## src/rtl/fos_chan_sched.sv

```systemverilog
// fos_chan_sched: runs NCH first-order IIR channels, y[n] = x[n-1] - a1*y[n-1],
// on one shared external multiplier, serving pending samples round-robin.
// Ports:
//   clk, reset (async active-low)
//   in_valid/in_data/in_ready : per-channel sample inputs, one-deep buffer each
//   cfg_we/cfg_clr/cfg_ch/cfg_a1 : coefficient write and delay-state clear
//   mult_x/mult_a/mult_p : shared multiplier operands and its combinational product
//   out_valid/out_ch/out_data/out_ready : tagged result stream
//   busy : sequencer active or any sample buffered
module fos_chan_sched #(
    parameter int NCH = 4,
    parameter int W   = 32,
    parameter int CW  = $clog2(NCH)
) (
    input  logic             clk,
    input  logic             reset,
    input  logic [NCH-1:0]   in_valid,
    input  logic [NCH*W-1:0] in_data,
    output logic [NCH-1:0]   in_ready,
    input  logic             cfg_we,
    input  logic             cfg_clr,
    input  logic [CW-1:0]    cfg_ch,
    input  logic [W-1:0]     cfg_a1,
    output logic [W-1:0]     mult_x,
    output logic [W-1:0]     mult_a,
    input  logic [W-1:0]     mult_p,
    output logic             out_valid,
    output logic [CW-1:0]    out_ch,
    output logic [W-1:0]     out_data,
    input  logic             out_ready,
    output logic             busy
);

    typedef enum logic [1:0] {IDLE, MUL, UPD, OUT} state_t;

    state_t         state;
    logic [W-1:0]   a1   [NCH];
    logic [W-1:0]   xd   [NCH];
    logic [W-1:0]   yd   [NCH];
    logic [W-1:0]   hold [NCH];
    logic [NCH-1:0] pend;
    logic [CW-1:0]  rr_ptr;
    logic [CW-1:0]  g;
    logic [W-1:0]   prod_r;

    logic [CW-1:0]  gnt;
    logic           gnt_ok;
    logic [CW-1:0]  idx;
    logic [W-1:0]   y;

    // Search starts one past the last served channel so every
    // pending channel is reached within NCH grants.
    always_comb begin
        gnt    = '0;
        gnt_ok = 1'b0;
        idx    = '0;
        for (int i = 1; i <= NCH; i++) begin
            idx = CW'((int'(rr_ptr) + i) % NCH);
            if (!gnt_ok && pend[idx]) begin
                gnt    = idx;
                gnt_ok = 1'b1;
            end
        end
    end

    assign y        = xd[g] - prod_r;
    assign mult_x   = (state == MUL) ? yd[g] : '0;
    assign mult_a   = (state == MUL) ? a1[g] : '0;
    assign in_ready = reset ? ~pend : '0;
    assign busy     = (state != IDLE) || (|pend);

    always_ff @(posedge clk or negedge reset) begin
        if (!reset) begin
            state     <= IDLE;
            pend      <= '0;
            rr_ptr    <= CW'(NCH - 1);
            g         <= '0;
            prod_r    <= '0;
            out_valid <= 1'b0;
            out_ch    <= '0;
            out_data  <= '0;
            for (int c = 0; c < NCH; c++) begin
                a1[c]   <= '0;
                xd[c]   <= '0;
                yd[c]   <= '0;
                hold[c] <= '0;
            end
        end else begin
            for (int c = 0; c < NCH; c++) begin
                if (in_valid[c] && !pend[c]) begin
                    hold[c] <= in_data[c*W +: W];
                    pend[c] <= 1'b1;
                end
                if (cfg_we && cfg_ch == CW'(c)) begin
                    a1[c] <= cfg_a1;
                end
            end
            unique case (state)
                IDLE: begin
                    if (gnt_ok) begin
                        g     <= gnt;
                        state <= MUL;
                    end
                end
                MUL: begin
                    prod_r <= mult_p;
                    state  <= UPD;
                end
                UPD: begin
                    xd[g]     <= hold[g];
                    yd[g]     <= y;
                    pend[g]   <= 1'b0;
                    rr_ptr    <= g;
                    out_data  <= y;
                    out_ch    <= g;
                    out_valid <= 1'b1;
                    state     <= OUT;
                end
                OUT: begin
                    if (out_ready) begin
                        out_valid <= 1'b0;
                        state     <= IDLE;
                    end
                end
            endcase
            // Placed after the UPD writes so a clear on the same edge wins.
            for (int c = 0; c < NCH; c++) begin
                if (cfg_clr && cfg_ch == CW'(c)) begin
                    xd[c] <= '0;
                    yd[c] <= '0;
                end
            end
        end
    end

endmodule

```

## config.mk

```make
export PLATFORM = sky130hd
export DESIGN_NAME = fos_chan_sched
export DESIGN_NICKNAME = d
export VERILOG_FILES = /design/src/rtl/fos_chan_sched.sv
export SDC_FILE = /design/constraint.sdc
export NUM_CORES = 1
export LEC_CHECK = 0
export BUFFER_PORTS_ARGS = -buffer_cell sky130_fd_sc_hd__buf_2
export CORE_MARGIN = 3
export CORE_UTILIZATION = 29
export DETAILED_ROUTE_END_ITERATION = 10
export PLACE_DENSITY_LB_ADDON = 0.1
export SYNTH_ARGS = -nofsm -noshare
export SYNTH_HDL_FRONTEND = slang
export SYNTH_SLANG_ARGS = --single-unit
```

## constraint.sdc

```tcl
create_clock -name clk -period 4.5 [get_ports clk]
set_input_delay 0.45 -clock clk [delete_from_list [all_inputs] [get_ports clk]]
set_output_delay 0.45 -clock clk [all_outputs]
set_load 0.01 [all_outputs]
```

After elaboration in Yosys (flattened, before gate mapping)
Cells that the tools add are included.
{"block": "word_totals", "regBits": 589, "in_bits": 203, "word_cells": 143}
{"block": "classes", "n_bitwise": 4, "muxes": 57, "order_cmp": 8, "reduce_logical": 37, "n_eq_ne": 8, "n_addsub": 5}
{"operator": "32-bit two-way mux", "n": 19}
{"operator": "32-bit binary-select mux with 2-bit select", "n": 4}
{"operator": "128-bit bitwise mux", "n": 2}
{"operator": "128-bit two-way mux", "n": 2}
{"operator": "32-bit demux with 2-bit select", "n": 1}
{"operator": "32-bit subtractor", "n": 1}
{"operator": "1-bit logical AND", "n": 17}
{"operator": "2-bit by 3-bit less-than comparator with 1-bit output (second input constant)", "n": 5}
{"operator": "1-bit two-way mux", "n": 14}
{"operator": "2-bit two-way mux", "n": 6}
{"operator": "2-bit nonzero test", "n": 6}
{"operator": "1-bit binary-select mux with 2-bit select", "n": 4}
{"operator": "2-bit equality test (second input constant)", "n": 4}
{"operator": "4-bit two-way mux", "n": 2}
{"operator": "4-bit inverter", "n": 2}
{"operator": "2-bit one-hot mux with 4 select lines", "n": 1}
{"operator": "1-bit zero test", "n": 7}
{"operator": "2-bit AND reduction", "n": 3}
{"operator": "2-bit by 1-bit adder with 2-bit output (second input constant)", "n": 2}
{"operator": "2-bit adder (second input constant)", "n": 2}
{"operator": "4-bit AND", "n": 1}
{"operator": "2-bit by 1-bit equality test with 1-bit output (second input constant)", "n": 2}
{"operator": "2-bit zero test", "n": 2}
{"operator": "2-bit != test (second input constant)", "n": 2}
{"operator": "other kinds (8)", "n": 8}

Longest topological paths before layout
{"block": "logic_depth", "depth_word": 15, "ltp_mapped": 15, "depth_no_buf": 12}

Worst setup path after synthesis
Ideal clock, no wire load.
{"block": "synth_path", "path_kind": "register -> register", "from": "register g[0]", "to": "register yd[117] in the netlist's numbering", "path_stages_with_launch": 15, "setup_ps": 131, "n_path_buf": 5, "t_arrival_ps": 4190, "t_required_ps": 4369, "slack_ps": 179, "cell_sequence": "dfrtp_1 > clkbuf_1 > clkbuf_1 > buf_1 > buf_2 > mux4_2 > ha_1 > and3_1 > nand2_1 > a2111oi_4 > o31ai_2 > a31o_1 > buf_6 > nor3b_1 > or3_1"}
{"block": "synth_between", "elab_chain_len": 8, "elab_cells_between_ends": 13, "cone_classes": "add/sub (1); order compare (2); mux (8); bitwise (1); reduce/logical (1)"}
{"item": "from (decl)", "line_no": "43", "rtl": "logic [CW-1:0] g;"}
{"item": "from (signal assigned)", "line_no": "101", "rtl": "g <= gnt;"}
{"item": "2-bit inverter with 3-bit output (implied by the code) *", "line_no": "66, 111"}
{"item": "32-bit binary-select mux with 2-bit select, or another cell as far along", "line_no": "66", "rtl": "assign y = xd[g] - prod_r;"}
{"item": "32-bit two-way mux (implied by the code) or 1-bit logical AND (tied branches)", "line_no": "66, 111"}
{"item": "32-bit two-way mux, on equally long branches", "line_no": "66, 111"}
{"item": "32-bit subtractor or 32-bit demux with 2-bit select (tied branches)", "line_no": "66, 111"}
{"item": "128-bit bitwise mux *", "line_no": "111", "rtl": "yd[g] <= y;"}
{"item": "128-bit two-way mux *", "line_no": "98", "rtl": "unique case (state)"}
{"item": "32-bit two-way mux *", "line_no": "128", "rtl": "if (cfg_clr && cfg_ch == CW'(c)) begin"}
{"item": "to (signal, indexed assignment)", "line_no": "111"}
{"item": "to (decl)", "line_no": "39", "rtl": "logic [W-1:0] yd [NCH];"}
Mark *: on every way between the ends. The rest lies on a longest branch, timed or not. The select of a mux whose other input is x is not followed.
A chain may end at the register's enable or synchronous reset.

Final worst setup path
{"block": "layout_path", "from": "register g[0]", "to": "register yd[125] in the netlist's numbering"}
The elaborated chain is that of the path after synthesis.

==> metrics.cfg <==
[setup_path]
crit_path_start_kind = flop
arrival_ns = 4.63
regToRegStartpoint = g[0]$_DFFE_PN0P_
timing.critical_path.cells = buf_12 -> mux4_2 -> ha_1 -> buf_4 -> a21oi_1 -> a21bo_2 -> a21oi_1 -> a2111oi_0 -> buf_4 -> or3_1 -> a32o_1
r2r_end = yd[125]$_DFFE_PN0P_
slowest_stage = dfrtp_4
critPathRequiredTime_ns = 4.99
r2r_setup_slack_ns = 0.36
endpoint_kind = flop
critPathKind = reg -> reg
critPathTopFamily = compound AO/OA/AOI/OAI gates
critPathBufInv = 3
slowest_delay_ns = 0.64
r2r_cells = 11
path_max_fanout = 11

[sta]
worst_slew_pin_slew_ns = 1.265
setup_viol = 0
layout_min_cycle_time_ns = 4.139
fmax_mhz = 241.6
skew_ns = 0.02425
period_share = 0.9197
tns_ns = 0
hold_viol_final = 0
rsz0062_at_grt = false
slew_viol_final = 0
max_slew_margin = 0.1479

[power_and_ir_drop]
power_density_mw_per_mm2 = 798.2
p_leak_nw = 14.73
max-vdd-ir-drop_mv = 0.3416

[cts]
cts_tree = done
clockBufferDepth = 3
clk_latency_ns = 0.62
cts_buffers = 71
cts.sinks = 589
root_buffer = clkbuf_16
htreeDepth = 3
path_clk_slew_ns = 0.06

[floorplan]
initial_core_util = 0.2936
ioPinCount = 307
rows = 112
die_x_microns = 314.1
die_h_microns = 314.1
die_area_sq_mm = 0.09864
core_sq_mm = 0.09375

[logic_synthesis]
netlist.area_leader.share = 0.5337
synth_area_per_cell_sq_um = 11.45
ys_async_sr_fraction = 1.000
ys_types = 73
syn_nets = 2647
synth_area_leader_cell = dfrtp_1
ys_seq_area_frac = 0.5356
ys.flop_type = dfrtp_1
yosys_warnings = 0
synth_seq_cells = 589
synthCells = 2404
netlist_area_sq_mm = 0.02752
ys_top_cells_by_area = dfrtp_1, mux2_2, mux4_2, nand2_1, a21oi_1
synth_edf_count = 0

[finish]
fill_cells = 9351
nets = 2946
final_cell_mix = dfrtp_1, nand2_1, buf_2, mux2_2, a21oi_1
syn_to_final_growth_pct = 20.70
drive_gt1_frac = 0.3331
postLayoutCoreUtil = 0.3544
final_common_cell = dfrtp_1

[routing]
wl_met1_microns = 42500
route.met2.wl_microns = 44620
viasPerCell = 5.028
ant_nets = 0
drc = 0
vias = 20190
wirelength_microns = 95310
wl_per_cell_microns = 23.73
drt_first_pass_iters = 5
wl_met3_microns = 5247
maxUsedRoutingLayer = met5
drtIter0Drc = 1388

[global_route]
antenna_found_initial = 8
grt_max_degree = 122
first_global_vias = 21370
grt_pass1_wl_microns = 142400
globalRouteTotalUtil = 0.1915
grt-ovfl-total = 0

[placed_design]
port_buffers = 306
dp_hpwl_microns = 64680
place_congestion = 0.8229

[min_path]
whs_path_depth = 2
hp-start = out_ready
min_path_type = in -> reg
worst_hold_path.endpoint = out_valid$_DFFE_PN0P_

[status]
status = complete, no violations

[flow_run]
maxCapViolCount = 0

==> registers in the layout, indices dropped and copies added (netlist names) <==
name / count
a1: 128
g: 2
hold: 128
out_ch: 2
out_data: 32
out_valid: 1
pend: 4
prod_r: 32
rr_ptr: 2
state: 2
xd: 128
yd: 128
==> how the worst max path moves through the flow <==
stage,start,end,slack (ns),cells after the start
after floorplan,g[0]$_DFFE_PN0P_,yd[117]$_DFFE_PN0P_,0.18,14
after global placement,g[0]$_DFFE_PN0P_,yd[125]$_DFFE_PN0P_,0.26,10
after detailed placement,g[0]$_DFFE_PN0P_,yd[125]$_DFFE_PN0P_,0.19,11
after CTS,g[0]$_DFFE_PN0P_,yd[125]$_DFFE_PN0P_,0.15,11
after global routing,g[0]$_DFFE_PN0P_,yd[61]$_DFFE_PN0P_,0.15,11
final,g[0]$_DFFE_PN0P_,yd[125]$_DFFE_PN0P_,0.36,11
==> where the power goes <==
group	switching [mW]	total (mW)	internal, mW
registers	1.36	8.72	7.36
clock network	2.40	5.79	3.39
logic	7.06	12.0	4.94
==> layout make-up <==
class	instances	area, sq um	share of cell area
antenna	3	7.507	0.0002260
clock buffer	103	2057	0.06192
clock inverter	26	319.1	0.009604
inverter	49	183.9	0.005536
multi-input combinational	1603	12070	0.3634
sequential	589	14750	0.4440
tap	1254	1569	0.04723
timing repair buffer	389	2262	0.06809
==> metrics by stage <==
stage | power [mW] | hold slack, ns | instances | area (sq um) | setup WS [ns]
2_1_floorplan | 16.03 | 0.1544 | 2404 | 27520 | 0.1790
3_3_place_gp | 20.63 | 0.4721 | 3882 | 30800 | 0.2613
3_5_place_dp | 20.82 | 0.4796 | 3882 | 30800 | 0.1902
4_1_cts | 26.74 | 0.006972 | 4012 | 33180 | 0.1513
5_1_grt | 28.35 | 0.02398 | 4014 | 33220 | 0.1462
6_report | 26.52 | 0.04815 | 4016 | 33220 | 0.3615
==> what timing repair did <==
| item | CTS | global route |
|---|---|---|
| endpoints found under the hold margin | 74 | 0 |
| hold buffers | 1 | 0 |
| setup buffers | 0 | 1 |
| resized for setup | 0 | 3 |
| setup endpoints to repair | 0 | 10 |
==> cell usage after synthesis (all sizes together) (12+ instances only) <==
master and count:
and3 15, dfrtp 587, buf 48, inv 49
o21ai 85, a21o 14, nand3 33, clkbuf 115
nor2 73, nor3 37, mux2 278, ha 39
nor2b 12, a22o 28, or3 21, mux4 96
and2 69, a211oi 13, a21oi 226, nand2 426
==> cell families after synthesis <==
logic type | synth area share
xor+xnor | 0.005410
simple gates | 0.1192
compound gates | 0.09619
mux | 0.1956
fa+ha+maj | 0.01846
buf+inv | 0.02959
flops | 0.5356
==> routing by layer <==
layer | global-route usage | vias to the layer above
li1 | - | 9100
met1 | 0.2609 | 10400
met2 | 0.3088 | 548
met3 | 0.03568 | 140
met4 | 0.06038 | 2
met5 | 0 | -
(Power assumes the default switching activity.)
